### src/rtl/spi_mem_sched_pkg.sv
// rtl/spi_mem_sched_pkg.sv - shared states, SPI command opcodes and frame geometry
package spi_mem_sched_pkg;

  typedef enum logic [2:0] {
    S_IDLE,
    S_FRAME1,
    S_GAP1,
    S_FRAME2,
    S_DONE
  } sched_state_e;

  localparam logic [1:0] CMD_WR_ADDR = 2'b00;
  localparam logic [1:0] CMD_WR_DATA = 2'b01;
  localparam logic [1:0] CMD_RD_ADDR = 2'b10;
  localparam logic [1:0] CMD_RD_DATA = 2'b11;

  // Cycles in an address frame or a write-data frame: start, command, word, commit.
  function automatic int frame_len(input int aw);
    return aw + 5;
  endfunction

  // The read-data frame keeps SS_n low long enough for the slave to shift data back.
  function automatic int rd_frame_len(input int aw);
    return 2 * aw + 6;
  endfunction

  // Frame cycle index carrying the word LSB.
  function automatic int last_bit_k(input int aw);
    return aw + 3;
  endfunction

  // MISO is sampled at the edges that end these frame cycles, MSB first.
  function automatic int cap_first_k(input int aw);
    return aw + 6;
  endfunction

  function automatic int cap_last_k(input int aw);
    return 2 * aw + 5;
  endfunction

endpackage

### src/rtl/spi_mem_sched_rr_arbiter.sv
// rtl/spi_mem_sched_rr_arbiter.sv - combinational round-robin arbiter, one-hot grant
module rr_arbiter #(
  parameter int NUM_REQ = 2,
  parameter int PW      = $clog2(NUM_REQ)
) (
  input  logic [NUM_REQ-1:0] i_req,
  input  logic [PW-1:0]      i_ptr,
  output logic [NUM_REQ-1:0] o_grant
);

  logic [NUM_REQ-1:0] w_mask_hi;
  logic [NUM_REQ-1:0] w_req_hi;
  logic [NUM_REQ-1:0] w_sel;

  // Requesters strictly after the pointer get first chance; wrap to the full set otherwise.
  always_comb begin
    w_mask_hi = '0;
    for (int i = 0; i < NUM_REQ; i++) begin
      w_mask_hi[i] = (PW'(i) > i_ptr);
    end
  end

  assign w_req_hi = i_req & w_mask_hi;
  assign w_sel    = (|w_req_hi) ? w_req_hi : i_req;
  // Isolate the lowest set bit of the chosen candidate set.
  assign o_grant  = w_sel & (~w_sel + 1'b1);

endmodule

### src/rtl/spi_mem_sched.sv
// rtl/spi_mem_sched.sv - round-robin scheduler issuing atomic two-frame SPI memory transactions
module spi_mem_sched
  import spi_mem_sched_pkg::*;
#(
  parameter int NUM_REQ   = 2,
  parameter int ADDR_SIZE = 8
) (
  input  logic                         clk,
  input  logic                         rst,
  input  logic [NUM_REQ-1:0]           req_valid,
  output logic [NUM_REQ-1:0]           req_ready,
  input  logic [NUM_REQ-1:0]           req_rw,
  input  logic [NUM_REQ*ADDR_SIZE-1:0] req_addr,
  input  logic [NUM_REQ*ADDR_SIZE-1:0] req_wdata,
  output logic                         rsp_valid,
  output logic [$clog2(NUM_REQ)-1:0]   rsp_id,
  output logic [ADDR_SIZE-1:0]         rsp_rdata,
  output logic                         busy,
  output logic                         MOSI,
  output logic                         SS_n,
  input  logic                         MISO
);

  localparam int IW = $clog2(NUM_REQ);
  localparam int FW = ADDR_SIZE + 2;

  localparam logic [4:0] LP_K_LAST_BIT  = 5'(last_bit_k(ADDR_SIZE));
  localparam logic [4:0] LP_K_END_SHORT = 5'(frame_len(ADDR_SIZE) - 1);
  localparam logic [4:0] LP_K_END_RD    = 5'(rd_frame_len(ADDR_SIZE) - 1);
  localparam logic [4:0] LP_K_CAP_FIRST = 5'(cap_first_k(ADDR_SIZE));
  localparam logic [4:0] LP_K_CAP_LAST  = 5'(cap_last_k(ADDR_SIZE));

  sched_state_e         r_state;
  logic [IW-1:0]        r_ptr;
  logic [IW-1:0]        r_id;
  logic                 r_rw;
  logic [ADDR_SIZE-1:0] r_addr;
  logic [ADDR_SIZE-1:0] r_wdata;
  logic [ADDR_SIZE-1:0] r_shift;
  logic [4:0]           r_k;
  logic                 r_ss_n;
  logic                 r_mosi;
  logic                 r_rsp_valid;
  logic [IW-1:0]        r_rsp_id;
  logic [ADDR_SIZE-1:0] r_rsp_rdata;
  logic                 r_busy;

  logic [NUM_REQ-1:0]   w_grant;
  logic [IW-1:0]        w_gidx;
  logic                 w_grw;
  logic [ADDR_SIZE-1:0] w_gaddr;
  logic [ADDR_SIZE-1:0] w_gwdata;
  logic [FW-1:0]        w_word1;
  logic [FW-1:0]        w_word2;
  logic [4:0]           w_k_next;
  logic [4:0]           w_k_end2;
  logic                 w_in_cap;
  logic [ADDR_SIZE-1:0] w_cap;

  rr_arbiter #(
    .NUM_REQ (NUM_REQ),
    .PW      (IW)
  ) u_arb (
    .i_req   (req_valid),
    .i_ptr   (r_ptr),
    .o_grant (w_grant)
  );

  // Select the granted requester's fields from the packed request buses.
  always_comb begin
    w_gidx   = '0;
    w_grw    = 1'b0;
    w_gaddr  = '0;
    w_gwdata = '0;
    for (int i = 0; i < NUM_REQ; i++) begin
      if (w_grant[i]) begin
        w_gidx   = IW'(i);
        w_grw    = req_rw[i];
        w_gaddr  = req_addr[i*ADDR_SIZE +: ADDR_SIZE];
        w_gwdata = req_wdata[i*ADDR_SIZE +: ADDR_SIZE];
      end
    end
  end

  // Grants are only offered while idle so a transaction's two frames stay back to back.
  assign req_ready = (r_state == S_IDLE) ? w_grant : '0;

  assign w_word1  = {(r_rw ? CMD_RD_ADDR : CMD_WR_ADDR), r_addr};
  assign w_word2  = r_rw ? {CMD_RD_DATA, {ADDR_SIZE{1'b0}}} : {CMD_WR_DATA, r_wdata};
  assign w_k_next = r_k + 5'd1;
  assign w_k_end2 = r_rw ? LP_K_END_RD : LP_K_END_SHORT;
  assign w_in_cap = r_rw && (r_k >= LP_K_CAP_FIRST) && (r_k <= LP_K_CAP_LAST);
  assign w_cap    = {r_shift[ADDR_SIZE-2:0], MISO};

  // MOSI for frame cycle k: start 0, command bit, word MSB..LSB, then 0 for commit and beyond.
  function automatic logic frame_bit(input logic [FW-1:0] word, input logic [4:0] k);
    logic [FW-1:0] shifted;
    logic          b;
    b       = 1'b0;
    shifted = word >> (LP_K_LAST_BIT - k);
    if (k == 5'd1) begin
      b = word[FW-1];
    end else if ((k >= 5'd2) && (k <= LP_K_LAST_BIT)) begin
      b = shifted[0];
    end
    return b;
  endfunction

  // Sequencer: arbitration, frame generation, MISO capture and response; all outputs registered.
  always_ff @(posedge clk) begin
    if (rst) begin
      r_state     <= S_IDLE;
      r_ptr       <= IW'(NUM_REQ - 1);
      r_id        <= '0;
      r_rw        <= 1'b0;
      r_addr      <= '0;
      r_wdata     <= '0;
      r_shift     <= '0;
      r_k         <= '0;
      r_ss_n      <= 1'b1;
      r_mosi      <= 1'b0;
      r_rsp_valid <= 1'b0;
      r_rsp_id    <= '0;
      r_rsp_rdata <= '0;
      r_busy      <= 1'b0;
    end else begin
      r_rsp_valid <= 1'b0;
      case (r_state)
        S_IDLE: begin
          if (|w_grant) begin
            r_ptr   <= w_gidx;
            r_id    <= w_gidx;
            r_rw    <= w_grw;
            r_addr  <= w_gaddr;
            r_wdata <= w_gwdata;
            r_k     <= '0;
            r_ss_n  <= 1'b0;
            r_mosi  <= 1'b0;
            r_busy  <= 1'b1;
            r_state <= S_FRAME1;
          end
        end
        S_FRAME1: begin
          if (r_k == LP_K_END_SHORT) begin
            r_ss_n  <= 1'b1;
            r_mosi  <= 1'b0;
            r_state <= S_GAP1;
          end else begin
            r_k    <= w_k_next;
            r_mosi <= frame_bit(w_word1, w_k_next);
          end
        end
        S_GAP1: begin
          r_k     <= '0;
          r_shift <= '0;
          r_ss_n  <= 1'b0;
          r_mosi  <= 1'b0;
          r_state <= S_FRAME2;
        end
        S_FRAME2: begin
          if (w_in_cap) begin
            r_shift <= w_cap;
          end
          if (r_k == w_k_end2) begin
            r_ss_n      <= 1'b1;
            r_mosi      <= 1'b0;
            r_rsp_valid <= 1'b1;
            r_rsp_id    <= r_id;
            r_rsp_rdata <= r_rw ? w_cap : '0;
            r_state     <= S_DONE;
          end else begin
            r_k    <= w_k_next;
            r_mosi <= frame_bit(w_word2, w_k_next);
          end
        end
        S_DONE: begin
          r_busy  <= 1'b0;
          r_state <= S_IDLE;
        end
        default: begin
          r_ss_n  <= 1'b1;
          r_mosi  <= 1'b0;
          r_busy  <= 1'b0;
          r_state <= S_IDLE;
        end
      endcase
    end
  end

  assign rsp_valid = r_rsp_valid;
  assign rsp_id    = r_rsp_id;
  assign rsp_rdata = r_rsp_rdata;
  assign busy      = r_busy;
  assign MOSI      = r_mosi;
  assign SS_n      = r_ss_n;

endmodule

### config.mk
export PLATFORM = sky130hd
export DESIGN_NAME = spi_mem_sched
export DESIGN_NICKNAME = d
export VERILOG_FILES = /design/src/rtl/spi_mem_sched_pkg.sv /design/src/rtl/spi_mem_sched_rr_arbiter.sv /design/src/rtl/spi_mem_sched.sv
export SDC_FILE = /design/constraint.sdc
export NUM_CORES = 1
export LEC_CHECK = 0
export BUFFER_PORTS_ARGS = -buffer_cell sky130_fd_sc_hd__buf_2
export CELL_PAD_IN_SITES_DETAIL_PLACEMENT = 0
export CELL_PAD_IN_SITES_GLOBAL_PLACEMENT = 2
export CORE_UTILIZATION = 28
export DETAILED_ROUTE_END_ITERATION = 10
export PLACE_DENSITY = 0.79
export SLEW_MARGIN = 10
export SYNTH_ARGS = -nofsm -noshare
export SYNTH_HDL_FRONTEND = slang
export SYNTH_SLANG_ARGS = --single-unit
### constraint.sdc
create_clock -name clk -period 2 [get_ports clk]
set_clock_uncertainty 0.05 [all_clocks]
set_input_delay 0.4 -clock clk [delete_from_list [all_inputs] [get_ports clk]]
set_output_delay 0.4 -clock clk [all_outputs]
set_load 0.02 [all_outputs]
==> out/results.ini, run 1 <==
[critical_path]
crit_path_max_fanout = 7
worstPathCellList = buf_4 -> or3_4 -> nor2_2 -> buf_4
critPathBufInv = 2
criticalPathCategory = reg2out
cpMaxStageDelayCell = sky130_fd_sc_hd__dfxtp_2
worst_setup_path_startpoint = r_state[0]
timing.critical_path.to_type = output pin
setup.worst_path.start_class = register
worst_ep_arrival_time_ns = 1.47
crit_path_frequent_cell = sky130_fd_sc_hd__buf_4
r2r_start = r_k[0]
crit_family = simple AND/OR/NAND/NOR gates
critical_path.max_stage_delay_ns = 0.37
required_ns = 1.55

[synth]
synth_top_area_cell = sky130_fd_sc_hd__dfxtp_1
syn-num-nets = 336
synth_area_sq_mm = 0.00246
post_synth.cell_area_avg_sq_um = 8.45
synth_enable_flop_cells = 0
postSynth.asyncResetShare_pct = 0
register_bit_total_from_synthesis = 47
synthTopCellsByArea = sky130_fd_sc_hd__dfxtp_1, sky130_fd_sc_hd__nor2_1, sky130_fd_sc_hd__a21oi_1
ys_types = 56
yosysTopAreaCellShare_pct = 38.3
yosysSeqAreaShare_pct = 38.3
synth_top_flop_cell = sky130_fd_sc_hd__dfxtp_1
ys.warnings.count = 0
synth_cells = 291

[placement]
place_congestion = 0.795
placedCellCount = 452
pre_cts_ws_ns = -0.0434
portBuffers = 53
post-dp-hpwl_um = 4970

[pwr]
vdd_ir_drop_max_mv = 0.277
power_switching_uw = 551
power.clock.fraction_pct = 35.9
comb_power_share_pct = 16.0
p_total_mw = 2.10
sequentialPowerShare_pct = 48.1
p_leak_nw = 1.27
cell_internal_pwr_mw = 1.55
power-per-cell-area_mw_per_mm2 = 671
power.share.switching_pct = 26.2

[layout]
layout-area-overhead-vs-synth_pct = 27.2
antenna_cells_inserted = 0
fraction_of_the_core_area_covered_by_cells_at_the_end_of_the_flow_pct = 37.5
post_route_insts_no_fill = 462
layout_commonest_cell = sky130_fd_sc_hd__buf_2
n_fill_cell = 895
layout.nets = 401
layout_common_cells = sky130_fd_sc_hd__buf_2, sky130_fd_sc_hd__dfxtp_1, sky130_fd_sc_hd__nor2_1
layout-drive-gt1-share_pct = 31.1

[routing]
vias = 2381
first_pass_iters = 4
post_route_ant_nets = 0
wl_per_cell_um = 14.2
post-route-drc-count = 0
drtIter0Drc = 108
route.final.wire_length_um = 6560
detail_route.vias_per_cell = 5.15

[timing]
timing.slew.headroom_pct = 74.9
setup_viol_count_final = 0
finalWorstPathRequiredPeriod_ns = 1.92
peak_clock_frequency_supported_by_timing_mhz = 520
drv_slew = 0
fin_crit_sh_pct = 96.2
setup_ws_ns = 0.0764
max_slew.worst_pin.slew_ns = 0.375
hold_violations = 0

[floorplanning]
floorplan.initialDensity_pct = 29.5
io_pins = 54
design.core.area_sq_mm = 0.00834
rows = 33
die_area_sq_mm = 0.00916
die-width_um = 95.7
fp.dieH_um = 95.7

[grt]
grt_first_pass_wirelength_um = 10600
groute.usage.overall_pct = 15.1
global_route.overflow_total = 0
antenna_found_initial = 0
grt_start_max_net_pins = 29
first_global_vias = 2154

[clocking]
numCtsBuffers = 5
clock_tree.htree_level_count = 2
cts_root_buffer = sky130_fd_sc_hd__clkbuf_8
cts_tree = done
clkSinkCount = 47
clk_pin_slew_worst_paths_ns = 0.09
worstSkewPairLatency_ns = 0.31
cts-root-to-sink-buffers = 2

[min_path]
hp-class = in2reg
hold_start = req_addr[0]

[run]
drv_cap = 0

[run_status]
run_status = finished, final reports clean

power groups by stage:
stage / clock (mW) / sequential, mW / combinational, mW
final: 0.754 / 1.01 / 0.336
after global placement: 0 / 1.03 / 0.316
after global routing: 0.810 / 1.02 / 0.376
after detailed placement: 0 / 1.03 / 0.319
after floorplan: 0 / 1.03 / 0.206
after CTS: 0.778 / 1.01 / 0.327
synth_stat cells (2+ instances only):
| master | n |
|---|---|
| sky130_fd_sc_hd__dfxtp_1 | 47 |
| sky130_fd_sc_hd__nor2_1 | 40 |
| sky130_fd_sc_hd__a21oi_1 | 21 |
| sky130_fd_sc_hd__nand2_1 | 19 |
| sky130_fd_sc_hd__o21ai_0 | 19 |
| sky130_fd_sc_hd__nand3_1 | 17 |
| sky130_fd_sc_hd__a22oi_1 | 12 |
| sky130_fd_sc_hd__a311oi_1 | 11 |
| sky130_fd_sc_hd__clkbuf_1 | 10 |
| sky130_fd_sc_hd__inv_1 | 10 |
| sky130_fd_sc_hd__or3_1 | 8 |
| sky130_fd_sc_hd__ha_1 | 6 |
| sky130_fd_sc_hd__buf_2 | 5 |
| sky130_fd_sc_hd__nor3_1 | 5 |
| sky130_fd_sc_hd__buf_4 | 4 |
| sky130_fd_sc_hd__mux4_1 | 4 |
| sky130_fd_sc_hd__nand4_1 | 4 |
| sky130_fd_sc_hd__nand2b_1 | 3 |
| sky130_fd_sc_hd__o31ai_1 | 3 |
| sky130_fd_sc_hd__a211o_1 | 2 |
| sky130_fd_sc_hd__a32o_1 | 2 |
| sky130_fd_sc_hd__and2_1 | 2 |
| sky130_fd_sc_hd__nor4_1 | 2 |
| sky130_fd_sc_hd__o211ai_1 | 2 |
| sky130_fd_sc_hd__o21ai_1 | 2 |
path summary, 6_finish.rpt:
check | end | depth (start not counted) | slack [ns]
hold reg to reg | r_id | 2 | 0.45
setup / recovery | req_ready[0] | 4 | 0.08
hold / removal | r_addr[0] | 3 | 0.30
setup reg to reg | r_shift[4] | 9 | 0.11
flip-flops by register name (all words and copies together) (netlist names):
signal	count
MOSI	1
SS_n	1
busy	1
r_addr	8
r_id	1
r_k	5
r_ptr	1
r_rw	1
r_shift	7
r_state	3
r_wdata	8
rsp_id	1
rsp_rdata	8
rsp_valid	1
worst reg2reg max path, cell delays in order, from the launching register on:
cell and delay, ns:
sky130_fd_sc_hd__dfxtp_4 0.38, sky130_fd_sc_hd__inv_2 0.08, sky130_fd_sc_hd__ha_1 0.14, sky130_fd_sc_hd__nor2_1 0.04, sky130_fd_sc_hd__nor4_1 0.25, sky130_fd_sc_hd__o21ai_1 0.09
sky130_fd_sc_hd__buf_4 0.15, sky130_fd_sc_hd__a211o_4 0.37, sky130_fd_sc_hd__a22oi_1 0.19, sky130_fd_sc_hd__nor2_1 0.05
per-stage QoR:
step	hold slack [ns]	setup TNS [ns]	cell area (sq um)
floorplan	0.403	0	2470
finish	0.301	0	3130
global route	0.304	-0.00270	3130
CTS	0.291	0	3070
global placement	0.428	0	2940
detailed placement	0.438	-0.0434	2940
per-layer routing:
| layer | wire (um) | global-route usage (%) |
|---|---|---|
| met5 | 0 | 0 |
| met4 | 108 | 5.22 |
| met3 | 311 | 2.76 |
| met2 | 2890 | 23.1 |
| met1 | 3250 | 21.1 |
layout make-up:
| cell class | instances | area (sq um) | share of cell area (%) |
|---|---|---|---|
| Clock buffer | 6 | 82.6 | 2.64 |
| Tap cell | 105 | 131 | 4.20 |
| Clock inverter | 2 | 38.8 | 1.24 |
| Multi-Input combinational cell | 212 | 1410 | 45.0 |
| Inverter | 11 | 41.3 | 1.32 |
| Timing Repair Buffer | 79 | 475 | 15.2 |
| Sequential cell | 47 | 950 | 30.4 |
logic make-up (layout without fill, tap and decap cells):
| family | count (synthesis) | count (layout) | share of synthesized area (%) |
|---|---|---|---|
| simple gates | 112 | 112 | 22.6 |
| compound gates | 87 | 87 | 24.4 |
| flops | 47 | 47 | 38.3 |
| buf+inv | 32 | 98 | 6.21 |
| fa+ha+maj | 6 | 6 | 3.05 |
| mux | 6 | 6 | 5.14 |
| xor+xnor | 1 | 1 | 0.356 |
repair_timing:
| item | 4_1_cts | 5_1_grt |
|---|---|---|
| setup endpoints to repair | 1 | 17 |
| pin swaps | 0 | 1 |
| hold buffers | 0 | 0 |
| hold endpoints to repair | 0 | 0 |
| resized for setup | 2 | 12 |
| setup buffers | 0 | 2 |
| gates cloned | 0 | 0 |
Power figures use the tool's default switching activity.
==> run 2: changes to the inputs <==
Settings changed: CORE_UTILIZATION 28 to 34, PLACE_DENSITY 0.79 to 0.89, SKIP_LAST_GASP set to 1.
Clock period 2 ns to 2.4 ns, I/O delays scaled along.
==> run 2 against run 1 <==
Effect of this change:
- first-iteration DRC count increased by 34%
- cell area shrank 7.7%
- sequential power fell by 17%
- register-to-register slack improved by 0.10 ns
- die area fell by 17%
- sequential cell count stayed put
- global-route usage increased by 2.1 points
- core utilization rose by 4.3 points
- combinational power decreased by 27%
- clock power shrank 38%
- count of clock-buffer cells in the layout stayed put
==> out/results.ini, run 2 (synthesized netlist as in run 1, its figures left out) <==
[clocking]
clock_tree.htree_level_count = 2  ; unchanged
cts.repair.resized = 0  ; was 2
clkSinkCount = 47  ; unchanged
cts_root_buffer = sky130_fd_sc_hd__clkbuf_8  ; unchanged
cts-root-to-sink-buffers = 2  ; unchanged
cts_tree = done  ; unchanged
clk_pin_slew_worst_paths_ns = 0.08  ; was 0.09 ns
cts_post_setup_buffers_inserted = 0  ; unchanged
worstSkewPairLatency_ns = 0.30  ; was 0.31 ns
numCtsBuffers = 5  ; unchanged
cts_hold_repair.buffers = 0  ; unchanged

[critical_path]
worst_ep_arrival_time_ns = 2.33  ; was 1.47 ns
crit_family = multiplexers  ; was simple AND/OR/NAND/NOR gates
setup.worst_path.start_class = register  ; unchanged
timing.rr.end = MOSI  ; was r_shift[4]
reg2regPathDepth = 6  ; was 9
required_ns = 2.54  ; was 1.55 ns
r2r_setup_slack_ns = 0.21  ; was 0.11 ns
worstPathCellList = inv_1 -> ha_1 -> mux4_1 -> a21oi_1 -> o31ai_1 -> a32o_1  ; was buf_4 -> or3_4 -> nor2_2 -> buf_4
crit_path_max_fanout = 9  ; was 7
criticalPathCategory = reg2reg  ; was reg2out
cpMaxStageDelayCell = sky130_fd_sc_hd__mux4_1  ; was sky130_fd_sc_hd__dfxtp_2
timing.critical_path.to_type = register  ; was output pin
r2r_start = r_k[0]  ; unchanged
critPathBufInv = 1  ; was 2
critical_path.max_stage_delay_ns = 0.57  ; was 0.37 ns

[routing]
post-route-drc-count = 0  ; unchanged
drtIter0Drc = 145  ; was 108
vias = 2310  ; was 2381
first_pass_iters = 5  ; was 4
route.final.wire_length_um = 6130  ; was 6560 um
post_route_ant_nets = 0  ; unchanged
wl_per_cell_um = 14.1  ; was 14.2 um
detail_route.vias_per_cell = 5.30  ; was 5.15

[placement]
placedCellCount = 428  ; was 452
portBuffers = 53  ; unchanged
post-dp-hpwl_um = 4540  ; was 4970 um
place_congestion = 0.866  ; was 0.795

[min_path]
worstHoldEndpoint = r_addr[1]  ; was r_addr[0]
hp-class = in2reg  ; unchanged
whs_path_depth = 3  ; unchanged
hold_start = req_addr[1]  ; was req_addr[0]

[layout]
layout.nets = 384  ; was 401
layout_commonest_cell = sky130_fd_sc_hd__buf_2  ; unchanged
fraction_of_the_core_area_covered_by_cells_at_the_end_of_the_flow_pct = 41.8  ; was 37.5%
antenna_cells_inserted = 0  ; unchanged
layout-area-overhead-vs-synth_pct = 17.3  ; was 27.2%
layout-drive-gt1-share_pct = 23.5  ; was 31.1%
layout_common_cells = sky130_fd_sc_hd__buf_2, sky130_fd_sc_hd__dfxtp_1, sky130_fd_sc_hd__nor2_1  ; unchanged
post_route_insts_no_fill = 436  ; was 462

[pwr]
vdd_ir_drop_max_mv = 0.237  ; was 0.277 mV
p_leak_nw = 1.15  ; was 1.27 nW
power-per-cell-area_mw_per_mm2 = 539  ; was 671 mW/mm^2

[floorplanning]
die_area_sq_mm = 0.00758  ; was 0.00916 sq mm
rows = 30  ; was 33
io_pins = 54  ; unchanged
die-width_um = 87.1  ; was 95.7 um
floorplan.initialDensity_pct = 35.6  ; was 29.5%
design.core.area_sq_mm = 0.00691  ; was 0.00834 sq mm
fp.dieH_um = 87.1  ; was 95.7 um

[timing]
max_slew.worst_pin.slew_ns = 0.587  ; was 0.375 ns
peak_clock_frequency_supported_by_timing_mhz = 457
drv_slew = 0  ; unchanged
fin_crit_sh_pct = 91.1
finalWorstPathRequiredPeriod_ns = 2.19
hold_violations = 0  ; unchanged
rsz0062_at_grt = false
totalNegativeSetupSlack_ns = 0  ; unchanged
setup_viol_count_final = 0  ; unchanged
timing.slew.headroom_pct = 60.8  ; was 74.9%

[run]
drv_cap = 0  ; unchanged

[grt]
grt_start_max_net_pins = 29  ; unchanged
grt_first_pass_wirelength_um = 10200  ; was 10600 um
global_route.overflow_total = 0  ; unchanged
groute.usage.overall_pct = 17.2  ; was 15.1%
first_global_vias = 2087  ; was 2154
antenna_found_initial = 0  ; unchanged

[run_status]
run_status = finished, final reports clean  ; unchanged

[run 2: changes by cell type in the layout (fill, tap and decap cells not counted), sizes merged]
cell,before,now
buf,79,62
bufinv,1,0
clkinv,0,1
clkinvlp,0,1
inv,12,11
[run 2: worst min-delay path, cell delays in order]
cell and delay [ns]:
sky130_fd_sc_hd__buf_2 0.09, sky130_fd_sc_hd__nand2_1 0.04, sky130_fd_sc_hd__a311oi_1 0.07
[run 2: area by class of cell]
type                    instances  area, sq um
multi-input cells             212         1370
repair buffers                 62          333
inverters                      11         41.3
fillers                       749         4020
clock inverters                 2         12.5
flip-flops and latches         47          941
clock buffers                   6         72.6
well taps                      96          120
[run 2: metrics by stage]
step | setup WS [ns] | hold WS, ns | cell area, sq um | power, mW
6_report | 0.214 | 0.388 | 2890 | 1.56
5_1_grt | 0.0854 | 0.388 | 2890 | 1.65
4_1_cts | 0.226 | 0.383 | 2890 | 1.57
3_5_place_dp | 0.235 | 0.426 | 2800 | 1.11
3_3_place_gp | 0.275 | 0.425 | 2800 | 1.10
2_1_floorplan | 0.201 | 0.403 | 2460 | 1.02
[run 2: metal layers]
metal	global-route usage, %	vias to the layer above	share of wire, %
li1	-	1170	-
met1	23.9	1078	49
met2	26.4	56	45
met3	3.03	6	4.4
met4	6.52	0	1.5
met5	0	-	0
[run 2: worst max-delay path by stage]
stage            from           end  slack [ns]  depth (start not counted)
3_5_place_dp   r_k[0]          MOSI        0.24                          6
4_1_cts        r_k[0]          MOSI        0.23                          6
2_1_floorplan  r_k[0]          MOSI        0.20                          8
5_1_grt        r_k[0]          MOSI        0.09                          6
6_report       r_k[0]          MOSI        0.21                          6
3_3_place_gp   r_k[0]  rsp_rdata[7]        0.27                          5
[run 2: where the power goes]
part / switching, mW / internal [mW]
Combinational: 0.137 / 0.107
Sequential: 0.0272 / 0.815
Clock: 0.266 / 0.204
Total: 0.430 / 1.13
